`src/rtl/result_stream_agg.sv`:
```
// Burst reducer: collects BEATS consecutive signed beats, reduces them to
// sum/max/min and presents the result in a one-entry valid/ready slot tagged
// with a sequence number. Short bursts and results dropped on a full slot
// raise single-cycle error pulses.
module result_stream_agg #(
  parameter int BEATS = 4,
  parameter int DW    = 6,
  parameter int SW    = DW + $clog2(BEATS)
) (
  input  logic          clk,
  input  logic          rst_n,
  input  logic          in_valid,
  input  logic [DW-1:0] in_data,
  output logic          out_valid,
  input  logic          out_ready,
  output logic [SW-1:0] out_sum,
  output logic [DW-1:0] out_max,
  output logic [DW-1:0] out_min,
  output logic [3:0]    out_seq,
  output logic          err_short,
  output logic          err_drop
);

  localparam int CW = $clog2(BEATS + 1);

  typedef enum logic {IDLE, ACC} state_t;

  state_t               state, state_nx;
  logic [CW-1:0]        cnt;
  logic signed [SW-1:0] acc_sum, res_sum, beat_ext;
  logic signed [DW-1:0] acc_max, acc_min, res_max, res_min, beat;
  logic [3:0]           seq_cnt, seq_nx;
  logic                 start, step, done, short_burst;
  logic                 accept, load, drop;

  assign beat     = in_data;
  assign beat_ext = {{(SW-DW){in_data[DW-1]}}, in_data};

  // Running reduction including the current beat; becomes the result on the last beat.
  assign res_sum = acc_sum + beat_ext;
  assign res_max = (beat > acc_max) ? beat : acc_max;
  assign res_min = (beat < acc_min) ? beat : acc_min;

  // Slot handshake: a completion may reuse the slot if it is empty or drained on the same edge.
  assign accept = out_valid && out_ready;
  assign load   = done && (!out_valid || out_ready);
  assign drop   = done && out_valid && !out_ready;
  // Tag counts results accepted before this one, including an accept on this edge.
  assign seq_nx = seq_cnt + {3'b000, accept};

  // Collector state register.
  always_ff @(posedge clk or negedge rst_n) begin
    if (!rst_n) state <= IDLE;
    else        state <= state_nx;
  end

  // Collector next state and per-cycle control strobes.
  always_comb begin
    state_nx    = state;
    start       = 1'b0;
    step        = 1'b0;
    done        = 1'b0;
    short_burst = 1'b0;
    case (state)
      IDLE: begin
        if (in_valid) begin
          start    = 1'b1;
          state_nx = ACC;
        end
      end
      ACC: begin
        if (in_valid) begin
          step = 1'b1;
          if (cnt == CW'(BEATS - 1)) begin
            done     = 1'b1;
            state_nx = IDLE;
          end
        end else begin
          short_burst = 1'b1;
          state_nx    = IDLE;
        end
      end
      default: state_nx = IDLE;
    endcase
  end

  // Accumulators and beat counter; a new burst reloads them from the first beat.
  always_ff @(posedge clk or negedge rst_n) begin
    if (!rst_n) begin
      cnt     <= '0;
      acc_sum <= '0;
      acc_max <= '0;
      acc_min <= '0;
    end else if (start) begin
      cnt     <= CW'(1);
      acc_sum <= beat_ext;
      acc_max <= beat;
      acc_min <= beat;
    end else if (step) begin
      cnt     <= done ? '0 : cnt + CW'(1);
      acc_sum <= res_sum;
      acc_max <= res_max;
      acc_min <= res_min;
    end else if (short_burst) begin
      cnt     <= '0;
    end
  end

  // Output slot, sequence counter and error pulses.
  always_ff @(posedge clk or negedge rst_n) begin
    if (!rst_n) begin
      out_valid <= 1'b0;
      out_sum   <= '0;
      out_max   <= '0;
      out_min   <= '0;
      out_seq   <= '0;
      seq_cnt   <= '0;
      err_short <= 1'b0;
      err_drop  <= 1'b0;
    end else begin
      err_short <= short_burst;
      err_drop  <= drop;
      seq_cnt   <= seq_nx;
      if (load) begin
        out_valid <= 1'b1;
        out_sum   <= res_sum;
        out_max   <= res_max;
        out_min   <= res_min;
        out_seq   <= seq_nx;
      end else if (accept) begin
        out_valid <= 1'b0;
      end
    end
  end

endmodule

```
`config.mk`:
```
export PLATFORM = sky130hd
export DESIGN_NAME = result_stream_agg
export DESIGN_NICKNAME = d
export VERILOG_FILES = /design/src/rtl/result_stream_agg.sv
export SDC_FILE = /design/constraint.sdc
export NUM_CORES = 1
export LEC_CHECK = 0
export CORE_MARGIN = 4
export CORE_UTILIZATION = 30
export CTS_CLUSTER_DIAMETER = 120
export CTS_CLUSTER_SIZE = 20
export DETAILED_ROUTE_END_ITERATION = 6
export GPL_ROUTABILITY_DRIVEN = 0
export GPL_TIMING_DRIVEN = 0
export HOLD_SLACK_MARGIN = 0.08
export SKIP_CTS_REPAIR_TIMING = 1
export SKIP_LAST_GASP = 1
export SYNTH_ARGS = -nofsm -noshare
export SYNTH_HDL_FRONTEND = slang
export SYNTH_SLANG_ARGS = --single-unit
```
`constraint.sdc`:
```
create_clock -name clk -period 1.8 [get_ports clk]
set_input_delay 0.45 -clock clk [delete_from_list [all_inputs] [get_ports clk]]
set_output_delay 0.45 -clock clk [all_outputs]
set_load 0.1 [all_outputs]
```
==> flow_summary_export.csv <==
group,metric,value,unit
floorplan,die_height,110,um
clock_network,path_clk_slew,0.12,ns
global_route,overflow,0,
synth,synth.area.top_cells,"dfrtp_1 (44%), ha_1 (8.8%), nand2_1 (5.1%), mux2i_1 (3.5%), nand3_1 (3.2%)",
global_route,antenna_found_initial,0,
timing,max-slew-margin-rel,62.4,%
synth,synth.avg_cell_area,9.56,sq um
critical_path,crit_path_end_kind,"flip-flop",
timing,whs,0.108,ns
synth,ys_seq_area_share,44.1,%
drt,drc,0,
final_layout,fill_cells,989,
clock_network,htree_num_levels,2,
status,violations,"setup timing",
drt,wire_per_inst,15.9,um
critical_path,cp_slowest_cell,"dfrtp_1",
timing,final.setup.worst_slack,-0.153,ns
global_route,first_global_vias,2567,
timing,min_period_over_period,109,%
floorplan,num_rows,36,
placement,port_buffers,35,
final_layout,drive_gt1_share,30.1,%
synth,synth-edff-count,0,
drt,drt_iter0_drc,73,
power_and_ir_drop,power.density,1870,nW/um^2
worst_hold_path,hold_class,"in2async",
timing,finalCriticalPeriod,1.95,ns
status,outcome,"finished with violations",
drt,wl,8250,um
synth,synthCells,326,
timing,max_freq,512,MHz
critical_path,worstPathArrival,2.17,ns
final_layout,multi_input_area,1840,sq um
final_layout,syn2layout_area_growth,27.8,%
floorplan,pin_count,37,
final_layout,num_antenna_cells,0,
power_and_ir_drop,p_leak,1.85,nW
synth,synth_area_leader_cell,"dfrtp_1",
drt,route.met3.wl,321,um
critical_path,crit_family,"compound AO/OA/AOI/OAI gates",
placement,post-dp-hpwl,5640,um
drt,ant_nets,0,
synth,synth_ff_type,"dfrtp_1",
floorplan,core,9950,sq um
floorplan,start_util,31.3,%
timing,worst_clock_skew,0.0140,ns
critical_path,critPathMaxFanout,3,
drt,via_per_inst,5.06,
clock_network,cts_tree,"done",
drt,dr.pass1.iters,4,
clock_network,clock_sinks,55,
power_and_ir_drop,peakVddDrop,0.000724,V
synth,synthArstFlopShare,100,%
synth,yosys_warnings,0,
critical_path,path_class,"reg2reg",
synth,ys_ff_latch,55,
floorplan,die-area,12100,sq um
drt,vias,2619,
clock_network,clockBufferDepth,2,
synth,synthesis.nets,359,
critical_path,path_cells,"ha_4 -> fa_2 -> a211oi_2 -> o21bai_1 -> a21oi_2 -> mux2i_1 -> a211o_1",
final_layout,register_area,1380,sq um
job,maxCapViolCount,0,
drt,wl_met2,4000,um
global_route,grt_max_degree,34,
clock_network,cts_buffers,5,
critical_path,cp_data_required_time,2.01,ns
critical_path,timing.critical_path.slowest_cell_delay,0.43,ns
timing,tns,-0.401,ns
clock_network,clk_latency,0.32,ns
timing,rsz0062_at_grt,"yes",
critical_path,path_buf_inv,0,
floorplan,die_x,110,um
synth,synth_top_area_share,44.1,%
drt,wl_met1,3850,um
timing,setup_viol,8,
timing,hold_viol,0,
final_layout,num-nets-final,417,
synth,syn_area,3120,sq um
synth,yosys-top-cells-count,"dfrtp_1 (55), nand2_1 (42), nor2_1 (24)",
critical_path,startpoint_type,"flip-flop",
synth,yosysMostFrequentCell,"dfrtp_1",
global_route,grt_pass1_wl,12600,um
timing,worst_slew_pin_slew,0.564,ns
global_route,grt_use_total,13.3,%
synth,synth.distinct_cells,46,
timing,final_max_slew_viol_count,0,
drt,dr.max_layer_used,"met4",
clock_network,cts-root-buf,"clkbuf_8",
## per-layer routing
metal,GRT usage [%],vias to the layer above
met2,22.4,45
met5,0,-
met4,3.38,0
li1,-,1266
met3,2.88,9
met1,17.4,1299
## through the flow
step | std cells | total power [mW] | util (%) | cell area (sq um) | setup slack [ns]
4_1_cts | 503 | 7.02 | 37.8 | 3770 | -0.583
3_3_place_gp | 494 | 6.18 | 36.7 | 3660 | -1.70
6_report | 518 | 7.46 | 40.0 | 3990 | -0.153
5_1_grt | 518 | 7.91 | 40.0 | 3990 | -0.240
3_5_place_dp | 495 | 6.27 | 36.9 | 3670 | -0.916
2_1_floorplan | 326 | 5.27 | - | 3140 | -0.0535
## final cells by class
class	count	area share, %
multi-input combinational	239	46.1
sequential	55	34.6
timing repair buffer	51	8.35
tap	133	4.18
buffer	17	2.98
clock buffer	5	1.73
inverter	15	1.41
clock inverter	3	0.691
## logic make-up after synthesis
logic type / after synthesis / synth area share (%)
flip-flops: 55 / 44.1
buffers and inverters: 32 / 4.41
AND/OR/NAND/NOR: 114 / 17.7
adder cells (fa/ha/maj): 23 / 9.47
XOR/XNOR: 9 / 2.53
AO/OA/AOI/OAI: 77 / 16.4
multiplexers: 16 / 5.34
## flip-flops by register name (all words and copies together), names as in the netlist
register   cells
out_max        6
state          1
out_min        6
cnt            3
out_valid      1
acc_min        6
err_drop       1
seq_cnt        4
out_sum        8
err_short      1
out_seq        4
acc_max        6
acc_sum        8
## layout by cell type (no fill, tap or decap), drive strengths merged, types with 2 or more instances in the layout
cell type and instances:
mux2i 11, ha 22, nor2 24, a21o 5, o21a 3, a22oi 4, a211oi 3, xor2 3
nand3 21, nand2 42, nand4 5, or3 4, nor2b 5, xnor2 6, clkbuf 42, buf 29
o211ai 11, nand2b 2, and2 2, a31oi 6, nor3b 2, dfrtp 55, o21ai 19, a21oi 21
mux2 5, inv 17
## final timing paths
check,from,end,slack [ns],cells after the start
max,acc_sum[0]$_DFFE_PN0P_,acc_sum[6]$_DFFE_PN0P_,-0.15,7
min,rst_n,acc_sum[0]$_DFFE_PN0P_,0.11,1
max reg2reg,acc_sum[0]$_DFFE_PN0P_,acc_sum[6]$_DFFE_PN0P_,-0.15,7
min reg2reg,seq_cnt[3]$_DFF_PN0_,seq_cnt[3]$_DFF_PN0_,0.48,1
max in group asynchronous,rst_n,out_valid$_DFFE_PN0P_,1.12,2
min in group clk,seq_cnt[3]$_DFF_PN0_,seq_cnt[3]$_DFF_PN0_,0.48,1
## where the power goes
part	switching, mW	total (mW)	internal [mW]
combinational	3.21	4.70	1.49
clock	0.460	0.750	0.290
sequential	0.333	2.01	1.68
total	4.00	7.46	3.46
## worst register-to-register path: cells and delay by family (launching register included)
kind            cells  cell delay, ns
flops               1            0.43
compound gates      4            0.77
mux                 1            0.09
fa+ha+maj           2            0.55
Note: power is estimated with default switching activity, not from simulation.
==> RTL edit 1 (same flow settings) <==
`DW`: 6 -> 3.
--- a/src/rtl/result_stream_agg.sv
+++ b/src/rtl/result_stream_agg.sv
@@ -4,7 +4,7 @@
 // raise single-cycle error pulses.
 module result_stream_agg #(
   parameter int BEATS = 4,
-  parameter int DW    = 6,
+  parameter int DW    = 3,
   parameter int SW    = DW + $clog2(BEATS)
 ) (
   input  logic          clk,
Ports: changed (resized in_data, out_max, out_min and out_sum); port bits go from 37 to 25. No check against the original RTL was run, so the function may have changed too.
==> RTL edit 1 against the unedited design <==
- the flow still finishes with violations (negative setup slack)
- worst setup slack gained 0.063 ns
- cell area shrank 41%
- critical path depth is 1 lower
- total power fell by 50%
- synthesized area down 38%
- wire length is 51% lower
- sequential cell count shrank 18
- clock power decreased by 25%
- critical path type unchanged
- largest cell class unchanged
- largest power group unchanged
==> RTL edit 1: results (changes against the unedited design) <==
metric;value;unit;change
status;finished with violations;;
failing checks;negative setup slack;;
port bufs;24;;-31%
PnR worst setup slack;-0.0902;ns;+0.0629 ns
clock network fraction of design power;14.9;%;+4.9 points
post-DP HPWL;2890;um;-49%
gr usage total;11.3;%;-2.0 points
commonest cells in the netlist;37 x dfrtp_1, 28 x nand2_1, 14 x nor2_1, 13 x ha_1, 12 x inv_1;;
Layout Skew;0.0114;ns;-0.00262 ns
fin cells;296;;-43%
Yosys cell types;47;;+2.2%
Syn Nets;207;;-42%
Vias;1432;;-45%
Final nets;239;;-43%
worst r2r dst;acc_max[0];;
Post-DP Area;2300;um^2;-37%
pre-CTS setup slack;-0.826;ns;+0.0901 ns
final setup fails;3;;-5
placed cells;287;;-42%
Net Switching;1960;uW;-51%
Max stage delay on crit path;0.38;ns;-0.05 ns
drt total wl;4060;um;-51%
RR Startpoint;acc_max[1];;
Leak;0.00120;uW;-35%
ratio of cells with drive above 1 in the final layout;24.7;%;-5.5 points
Critical path destination;acc_max[0];;
## RTL edit 1: changes by cell type after synthesis, sizes merged, moves of 10 or more
cell   delta
a21oi    -14
nand3    -15
nand2    -14
o21ai    -11
nor2     -10
dfrtp    -18
## RTL edit 1: logic make-up after synthesis
logic type,after synthesis,synth area share [%]
AND/OR/NAND/NOR,63,16.2
multiplexers,12,6.31
buffers and inverters,20,4.38
AO/OA/AOI/OAI,34,13.3
XOR/XNOR,6,2.71
flip-flops,37,47.7
adder cells (fa/ha/maj),14,9.41
## RTL edit 1: layer usage
layer  vias to the layer above  GRT usage, %  part of all wire, %
met1                       696          14.4                   48
met2                        23          18.4                   46
met3                         5          3.35                  4.4
met5                         -             0                    0
met4                         0          3.71                  1.5
li1                        708             -                    -
## RTL edit 1: final cells by class
cell class,instances,area [um^2]
repair buffers,26,155
fillers,673,3970
clock buffers,6,72.6
plain buffers,6,28.8
multi-input cells,129,1010
flip-flops and latches,37,927
inverters,13,48.8
clock inverters,2,10.0
well taps,77,96.3
==> RTL edit 2 (same flow settings) <==
Made on the original files. Remove the register `err_drop`: a continuous assignment takes its place, so the output `err_drop` follows one clock earlier.
--- a/src/rtl/result_stream_agg.sv
+++ b/src/rtl/result_stream_agg.sv
@@ -116,10 +116,8 @@
       out_seq   <= '0;
       seq_cnt   <= '0;
       err_short <= 1'b0;
-      err_drop  <= 1'b0;
     end else begin
       err_short <= short_burst;
-      err_drop  <= drop;
       seq_cnt   <= seq_nx;
       if (load) begin
         out_valid <= 1'b1;
@@ -133,5 +131,7 @@
     end
   end
 
+  assign err_drop = drop;
+
 endmodule
 
Behaviour: not the same (Yosys sat finds a counterexample within 10 cycles, from zero or initial values and one cycle with rst_n low).
==> RTL edit 2 against the unedited design <==
- the run still ends with negative setup slack left
- die area decreased by 0.74%
- wire length decreased by 0.15%
- sequential cell count decreased by 1
- highest routed layer unchanged
- worst setup slack improved by 0.050 ns
- synthesized area decreased by 0.80%
- final cell count decreased by 0.19%
- critical endpoint is now err_drop
- cell area increased by 1.4%
- clock power increased by 15%
- non-clock buffer count unchanged
- total power increased by 2.7%
- combinational power increased by 2%
==> RTL edit 2: results (changes against the unedited design) <==
metric;value;unit;change
status;finished with violations;;
failing checks;negative setup slack;;
root buf cell;clkbuf_8;;
port bufs;35;;unchanged
Final nets;416;;-0.24%
Syn Nets;358;;-0.28%
H-tree levels;2;;unchanged
clock tree buffer depth;2;;unchanged
Top Family by Delay on Critical Path;flip-flops;;
clock network fraction of design power;11.3;%;+1.3 points
post-DP HPWL;5560;um;-1.4%
drt total wl;8240;um;-0.15%
vias per inst;5.03;;-0.50%
RR Startpoint;acc_sum[0];;
crit path DAT;1.45;ns;-0.72 ns
initial antenna violation count;0;;unchanged
drt first-iter violations;124;;+70%
synth top area cells;dfrtp_1 44%, ha_1 8.9%, nand2_1 5.1%, mux2i_1 3.6%, nand3_1 3.2%;;
Seq/Total Area, Yosys;43.7;%;-0.45 points
Worst Tran Pin Value;0.613;ns;+0.0486 ns
crit path from;cnt[1];;
commonest cells in the netlist;54 x dfrtp_1, 42 x nand2_1, 24 x nor2_1, 22 x ha_1, 20 x nand3_1;;
Reg power frac;26.2;%;-0.8 points
maximum vdd drop;0.000676;V;-6.7%
number of global-route vias before repair;2469;;-3.8%
Leak;0.00185;uW;+0.34%
Net Switching;4020;uW;+0.43%
global-route wire length before repair;12600;um;-0.10%
Clk Latency, worst-skew pair;0.32;ns;about the same
asr flop ratio synth;100;%;unchanged
gr usage total;13.4;%;+0.12 points
# diodes;0;;unchanged
Max stage delay on crit path;0.41;ns;-0.02 ns
Layout Skew;0.0119;ns;-0.00211 ns
Yosys cell types;46;;unchanged
CTS Buf Count;5;;unchanged
largest net degree at the start of global routing;30;;-12%
total of max-cap violations;0;;unchanged
PnR worst setup slack;-0.104;ns;+0.0495 ns
flop-to-flop setup slack;-0.09;ns;+0.06 ns
ratio of cells with drive above 1 in the final layout;32.6;%;+2.4 points
Crit Path Max Fanout;4;;+1
pre-CTS setup slack;-0.962;ns;-0.0463 ns
Critical path destination;err_drop;;
final setup fails;10;;+2
worst r2r dst;acc_sum[6];;
Final Total Pwr;7660;uW;+2.7%
## RTL edit 2: kinds of logic after synthesis
family | Yosys count | synth area share (%)
fa+ha+maj | 23 | 9.55
compound gates | 77 | 16.5
mux | 16 | 5.38
simple gates | 114 | 17.9
xor+xnor | 9 | 2.55
buf+inv | 32 | 4.45
flops | 54 | 43.7
## RTL edit 2: area by class of cell
type,instances,area [um^2]
fillers,994,5870
multi-input cells,239,1890
flip-flops and latches,54,1350
repair buffers,51,350
well taps,133,166
plain buffers,17,113
clock buffers,5,68.8
inverters,15,56.3
clock inverters,3,47.5
## RTL edit 2: worst register-to-register path: stages (launching register included)
cell and delay [ns]:
dfrtp_1 0.42, ha_4 0.18, fa_2 0.39, a211oi_2 0.19
o21bai_1 0.11, a21oi_2 0.20, mux2i_1 0.09, a211o_1 0.22
## RTL edit 2: through the flow
stage          area [um^2]  std cells  util (%)  TNS [ns]  hold slack [ns]
6_report              4040        517      40.8    -0.335            0.129
5_1_grt               4040        517      40.8     -1.55            0.169
4_1_cts               3770        502      38.0    -30.89            0.143
3_5_place_dp          3650        494      36.9    -34.37            0.464
3_3_place_gp          3640        493      36.7   -112.46            0.461
2_1_floorplan         3120        325         -   -0.0894            0.154
## RTL edit 2: how the worst min path moves through the flow
stage	end	slack, ns	cells after the start
2_1_floorplan	acc_max[0]	0.15	0
3_3_place_gp	out_seq[1]	0.46	2
3_5_place_dp	out_seq[0]	0.46	2
4_1_cts	out_sum[5]	0.14	1
5_1_grt	out_sum[5]	0.17	1
6_report	seq_cnt[2]	0.13	1
## RTL edit 2: routing by layer
metal  track usage, %  up-vias  routed length, um
met3             2.23       11                416
li1                 -     1269                  -
met2             22.1       64               3920
met4             4.01        0                116
met5                0        -                  0
met1             18.1     1257               3790
